$ cat src/rtl/clk_delay_multi.sv
// clk_delay_multi: multi-channel, event-queued emulated clock delay.
//
// Each channel watches its emulated input clock value. Every edge is queued
// with a remaining delay of code*DLY_STEP + DLY_OFFSET ticks. The queue is
// aged by the granted timestep emu_dt, and the head entry drives the output
// once its remaining time is covered. The block requests the smallest head
// remaining time across channels, capped by dt_req_max.
//
// Optional feature: define CLK_DELAY_MULTI_JITTER_EN to add a per-channel
// 16-bit LFSR whose low 3 bits (signed -4..+3) perturb each captured delay.
//
// Ports:
//   emu_clk     emulator clock
//   emu_rst     asynchronous active-high reset
//   code        per-channel delay code, channel i at [i*CODE_WIDTH +: CODE_WIDTH]
//   clk_i_val   emulated input clock values
//   emu_dt      timestep granted for this emu_clk cycle (signed)
//   dt_req_max  upper bound on the timestep request (signed)
//   dt_req      requested timestep, combinational from state
//   clk_o_val   delayed clock values (registered)
//   overflow    sticky per-channel queue-overflow flags

module clk_delay_multi #(
   parameter int unsigned N_CH       = 4,
   parameter int unsigned CODE_WIDTH = 8,
   parameter int unsigned DT_WIDTH   = 25,
   parameter int unsigned DEPTH      = 4,
   parameter int unsigned DLY_STEP   = 4,
   parameter int unsigned DLY_OFFSET = 10
) (
   input  logic                       emu_clk,
   input  logic                       emu_rst,
   input  logic [N_CH*CODE_WIDTH-1:0] code,
   input  logic [N_CH-1:0]            clk_i_val,
   input  logic [DT_WIDTH-1:0]        emu_dt,
   input  logic [DT_WIDTH-1:0]        dt_req_max,
   output logic [DT_WIDTH-1:0]        dt_req,
   output logic [N_CH-1:0]            clk_o_val,
   output logic [N_CH-1:0]            overflow
);

   localparam int unsigned RW = DT_WIDTH - 1;           // remaining-time width
   localparam int unsigned CW = $clog2(DEPTH + 1);      // occupancy counter width
   localparam int unsigned DW = DT_WIDTH + 2;           // signed delay working width

   localparam logic signed [DW-1:0] STEP_S = DW'(DLY_STEP);
   localparam logic signed [DW-1:0] OFF_S  = DW'(DLY_OFFSET);
   localparam logic signed [DW-1:0] ONE_S  = DW'(1);
   localparam logic signed [DW-1:0] SAT_S  = {3'b000, {RW{1'b1}}};

   logic [RW-1:0]    rem_q [N_CH][DEPTH];
   logic [RW-1:0]    rem_d [N_CH][DEPTH];
   logic [DEPTH-1:0] val_q [N_CH];
   logic [DEPTH-1:0] val_d [N_CH];
   logic [CW-1:0]    cnt_q [N_CH];
   logic [CW-1:0]    cnt_d [N_CH];
   logic [CW-1:0]    cnt_mid [N_CH];
   logic [N_CH-1:0]  prev_q, out_q, out_d, ovf_q, ovf_d;
   logic [N_CH-1:0]  pop, push;
   logic [RW-1:0]    step, req;
   logic signed [DW-1:0] dly_raw [N_CH];
   logic [RW-1:0]    dly [N_CH];

`ifdef CLK_DELAY_MULTI_JITTER_EN
   logic [15:0] lfsr_q [N_CH];
   logic [15:0] lfsr_d [N_CH];
`endif

   // Clamp to [1, 2^(DT_WIDTH-1)-1]; zero or negative delays become one tick.
   function automatic logic [RW-1:0] clamp_delay(input logic signed [DW-1:0] raw);
      if (raw < ONE_S) begin
         return RW'(1);
      end else if (raw > SAT_S) begin
         return {RW{1'b1}};
      end else begin
         return raw[RW-1:0];
      end
   endfunction

   // Negative grants are treated as zero.
   always_comb begin
      step = emu_dt[DT_WIDTH-1] ? '0 : emu_dt[RW-1:0];
   end

   always_comb begin
      for (int ch = 0; ch < N_CH; ch++) begin
         dly_raw[ch] = $signed({{(DW-CODE_WIDTH){1'b0}}, code[ch*CODE_WIDTH +: CODE_WIDTH]})
                       * STEP_S + OFF_S;
`ifdef CLK_DELAY_MULTI_JITTER_EN
         dly_raw[ch] = dly_raw[ch] + $signed({{(DW-3){lfsr_q[ch][2]}}, lfsr_q[ch][2:0]});
`endif
         dly[ch] = clamp_delay(dly_raw[ch]);
      end
   end

   // Request: minimum of the capped maximum and every valid head.
   always_comb begin
      req = dt_req_max[DT_WIDTH-1] ? '0 : dt_req_max[RW-1:0];
      for (int ch = 0; ch < N_CH; ch++) begin
         if (cnt_q[ch] != '0 && rem_q[ch][0] < req) begin
            req = rem_q[ch][0];
         end
      end
      dt_req = {1'b0, req};
   end

   always_comb begin : p_next
      int unsigned src;
      src     = 0;
      rem_d   = rem_q;
      val_d   = val_q;
      cnt_d   = cnt_q;
      cnt_mid = cnt_q;
      out_d   = out_q;
      ovf_d   = ovf_q;
      pop     = '0;
      push    = '0;
`ifdef CLK_DELAY_MULTI_JITTER_EN
      lfsr_d  = lfsr_q;
`endif
      for (int ch = 0; ch < N_CH; ch++) begin
         // Step: pop the head if covered, age everything that remains.
         pop[ch]     = (cnt_q[ch] != '0) && (rem_q[ch][0] <= step);
         cnt_mid[ch] = cnt_q[ch] - CW'(pop[ch]);
         if (pop[ch]) begin
            out_d[ch] = val_q[ch][0];
         end
         for (int j = 0; j < DEPTH; j++) begin
            src = pop[ch] ? j + 1 : j;
            if (src < DEPTH) begin
               rem_d[ch][j] = (rem_q[ch][src] > step) ? rem_q[ch][src] - step : '0;
               val_d[ch][j] = val_q[ch][src];
            end else begin
               rem_d[ch][j] = '0;
               val_d[ch][j] = 1'b0;
            end
         end

         // Capture: occupancy is checked after the pop, so pop+push on full works.
         push[ch] = clk_i_val[ch] ^ prev_q[ch];
         if (push[ch]) begin
            if (cnt_mid[ch] < CW'(DEPTH)) begin
               for (int j = 0; j < DEPTH; j++) begin
                  if (cnt_mid[ch] == CW'(j)) begin
                     rem_d[ch][j] = dly[ch];
                     val_d[ch][j] = clk_i_val[ch];
                  end
               end
               cnt_d[ch] = cnt_mid[ch] + CW'(1);
            end else begin
               cnt_d[ch] = cnt_mid[ch];
               ovf_d[ch] = 1'b1;
            end
`ifdef CLK_DELAY_MULTI_JITTER_EN
            // Fibonacci LFSR, taps 16,15,13,4.
            lfsr_d[ch] = {lfsr_q[ch][14:0],
                          lfsr_q[ch][15] ^ lfsr_q[ch][14] ^ lfsr_q[ch][12] ^ lfsr_q[ch][3]};
`endif
         end else begin
            cnt_d[ch] = cnt_mid[ch];
         end
      end
   end

   always_ff @(posedge emu_clk or posedge emu_rst) begin
      if (emu_rst) begin
         for (int ch = 0; ch < N_CH; ch++) begin
            for (int j = 0; j < DEPTH; j++) begin
               rem_q[ch][j] <= '0;
            end
            val_q[ch] <= '0;
            cnt_q[ch] <= '0;
`ifdef CLK_DELAY_MULTI_JITTER_EN
            lfsr_q[ch] <= 16'hACE1 ^ 16'(ch);
`endif
         end
         prev_q <= '0;
         out_q  <= '0;
         ovf_q  <= '0;
      end else begin
         rem_q  <= rem_d;
         val_q  <= val_d;
         cnt_q  <= cnt_d;
`ifdef CLK_DELAY_MULTI_JITTER_EN
         lfsr_q <= lfsr_d;
`endif
         prev_q <= clk_i_val;
         out_q  <= out_d;
         ovf_q  <= ovf_d;
      end
   end

   assign clk_o_val = out_q;
   assign overflow  = ovf_q;

endmodule

$ cat config.mk
export PLATFORM = sky130hd
export DESIGN_NAME = clk_delay_multi
export DESIGN_NICKNAME = d
export VERILOG_FILES = /design/src/rtl/clk_delay_multi.sv
export SDC_FILE = /design/constraint.sdc
export NUM_CORES = 2
export LEC_CHECK = 0
export BUFFER_PORTS_ARGS = -buffer_cell sky130_fd_sc_hd__buf_2
export CORE_UTILIZATION = 45
export DETAILED_ROUTE_END_ITERATION = 8
export MAX_ROUTING_LAYER = met4
export PLACE_DENSITY = 0.58
export SYNTH_ARGS = -nofsm -noshare
export SYNTH_HDL_FRONTEND = slang
export SYNTH_SLANG_ARGS = --single-unit
$ cat constraint.sdc
create_clock -name emu_clk -period 18 [get_ports emu_clk]
set_input_delay 3.6 -clock emu_clk [delete_from_list [all_inputs] [get_ports emu_clk]]
set_output_delay 3.6 -clock emu_clk [all_outputs]
set_load 0.03 [all_outputs]
==> flow_summary.ini <==
[run_status]
status = finished clean

[detailed_routing]
antenna_left = 0
vias = 39800
wl_per_cell_um = 22.6
drt-pass1-iter-count = 6
drc = 0
finalWirelength_um = 151000
vias_per_cell = 5.96
detail_route.iter0.violations = 3580

[timing]
finalSetupViolCount = 0
drv_slew = 0
clock_skew_ns = 0.0151
hold_viol_final = 0
period_share = 0.976
worst_slack_ns = 0.439
timing.hold.ws_ns = 0.447
tightest_slew_ns = 1.15
min_period_ns = 17.56
clock.fmax_mhz = 56.9
max_slew_margin = 0.228

[power_and_ir_drop]
switching_share = 0.518
leakagePower_uw = 0.0232
peakVddDrop_v = 0.000101
power.internal_uw = 4800
switching_power_uw = 5160
p_per_area_mw_per_mm2 = 216
pwr-share-seq = 0.153
pwr-share-clk = 0.119
comb_power_share = 0.728

[placed_design]
gp_congestion = 0.991
pre_cts_ws_ns = 0.125
dp_cells = 6559
portBuffers = 119
placed_area_mm2 = 0.0442
hpwl_um = 113000

[cells_and_area]
drive_above_1_share = 0.0777
layout_commonest_cell = nand2_1
final_cells = 6673
fillers = 9164
fin_nets = 6078
final_cell_mix = nand2_1 (953), ha_1 (597), dfrtp_1 (424)
area_growth_pct = 9.67
final_area_mm2 = 0.0462

[critical_path]
r2r_cells = 31
worstPathRequired_ns = 14.40
start_kind = primary input
worstPathArrival_ns = 13.96
slowest_stage = a21oi_1
crit_path_max_incr_delay_ns = 0.56
end_kind = primary output
crit_fanout = 41
worstSetupPathType = primary input to primary output
path_common_cell = ha_1

[global_route]
antenna_found_initial = 11
grt_pass1_wl_um = 227000
grt_max_degree = 132
overflow = 0
first_global_vias = 37200
grt.total_usage = 0.322

[floorplanning]
core_area_mm2 = 0.0922
ios = 121
num_rows = 111
die_w_um = 308
initial_utilization = 0.457
die_area_mm2 = 0.0949
die_h_um = 308

[logic_synthesis]
avgSynthCellArea_um2 = 7.95
synth_edf_count = 0
syn-instance-count = 5302
synth_seq_cells = 424
ys_seq_area_frac = 0.252
yosysUniqueCellTypes = 85
synth_area_mm2 = 0.0421
synth_fp_nets = 6003
synthFlopType = dfrtp_1
yosysWarningCount = 0
asyncSetResetFlopFracSynth = 1.00

[hold_path]
hold_depth = 1
hold_class = register to register

[clock_tree]
clockRootBuffer = clkbuf_16
htreeDepth = 2
numClockSinks = 424
clock_path_buffers = 3
cts.hold.buffers_added = 0
numCtsBuffers = 55
clk_pin_slew_worst_paths_ns = 0.05
cts_tree = done
clock_latency_ns = 0.65

[run]
drv_cap = 0
==> routing by layer <==
metal / vias up / routed length, um / global-route usage
met4: 0 / 5750 / 0.110
met2: 1395 / 63800 / 0.470
met3: 270 / 11300 / 0.0445
li1: 19100 / - / -
met1: 19000 / 70100 / 0.455
met5: - / 0 / -
==> through the flow <==
step | TNS (ns) | util | total power, uW
after floorplan | 0 | - | 6910
after global placement | 0 | 0.479 | 8510
after detailed placement | 0 | 0.479 | 8570
after CTS | 0 | 0.500 | 9800
after global routing | -0.00472 | 0.501 | 10800
final | 0 | 0.501 | 9960
==> final cells by class <==
| class | instances | area, um2 | area share |
|---|---|---|---|
| Multi-Input combinational cell | 4468 | 30100 | 0.651 |
| Sequential cell | 424 | 10600 | 0.230 |
| Clock buffer | 80 | 1620 | 0.0351 |
| Tap cell | 1243 | 1560 | 0.0337 |
| Timing Repair Buffer | 183 | 1110 | 0.0241 |
| Inverter | 245 | 927 | 0.0201 |
| Clock inverter | 20 | 268 | 0.00579 |
| Antenna cell | 10 | 25.0 | 0.000542 |
==> what timing repair did <==
action                     4_1_cts  5_1_grt
buffers inserted                 0        3
resized for setup                0        7
setup endpoints to repair        0       23
==> synth_stat cells (all sizes together), types with 105 or more instances <==
cell type	n	area [um2]
a21o	170	1280
ha	597	7470
xnor2	152	1330
nand2b	105	657
nor3	146	741
nor2	393	1480
xor2	119	1040
inv	245	920
mux2	114	1290
a21oi	287	1450
nand3	158	796
dfrtp	424	10600
clkbuf	144	541
nand2	953	3580
o21ai	338	1690
==> power by group through the flow <==
stage                     Clock [uW]  Combinational (uW)  Sequential [uW]
final                           1190                7260             1520
after global placement             0                6990             1520
after global routing            1240                8020             1530
after floorplan                    0                5520             1380
after CTS                       1200                7090             1500
after detailed placement           0                7050             1520
==> flip-flops by register name, summed over array words and instances (netlist names) <==
signal,flops
rem_q,384
clk_o_val,4
prev_q,4
cnt_q,12
val_q,16
overflow,4
==> final timing paths <==
path | from | endpoint | slack [ns]
hold / removal | overflow[2] | overflow[2] | 0.45
hold reg to reg | overflow[2] | overflow[2] | 0.45
setup reg to reg | rem_q[265] | rem_q[281] | 9.64
max in group asynchronous | emu_rst | rem_q[321] | 12.85
setup / recovery | dt_req_max[24] | dt_req[19] | 0.44
min in group asynchronous | emu_rst | val_q[7] | 3.10
==> worst max-delay path: cells and delay by family <==
family | cells | cell delay (ns)
simple gates | 5 | 1.21
buf+inv | 7 | 1.68
fa+ha+maj | 4 | 1.22
mux | 2 | 0.97
compound gates | 19 | 5.26
==> kinds of logic (layout without fill, tap and decap cells) <==
family / after synthesis / count (layout) / share of synthesized area
simple gates: 2139 / 2139 / 0.232
compound gates: 1256 / 1257 / 0.189
fa+ha+maj: 613 / 613 / 0.185
flops: 424 / 424 / 0.252
buf+inv: 411 / 528 / 0.0375
xor+xnor: 271 / 271 / 0.0563
mux: 187 / 187 / 0.0479
other cells: 1 / 11 / 0.0000890
Note: power is estimated with default switching activity, not from simulation.
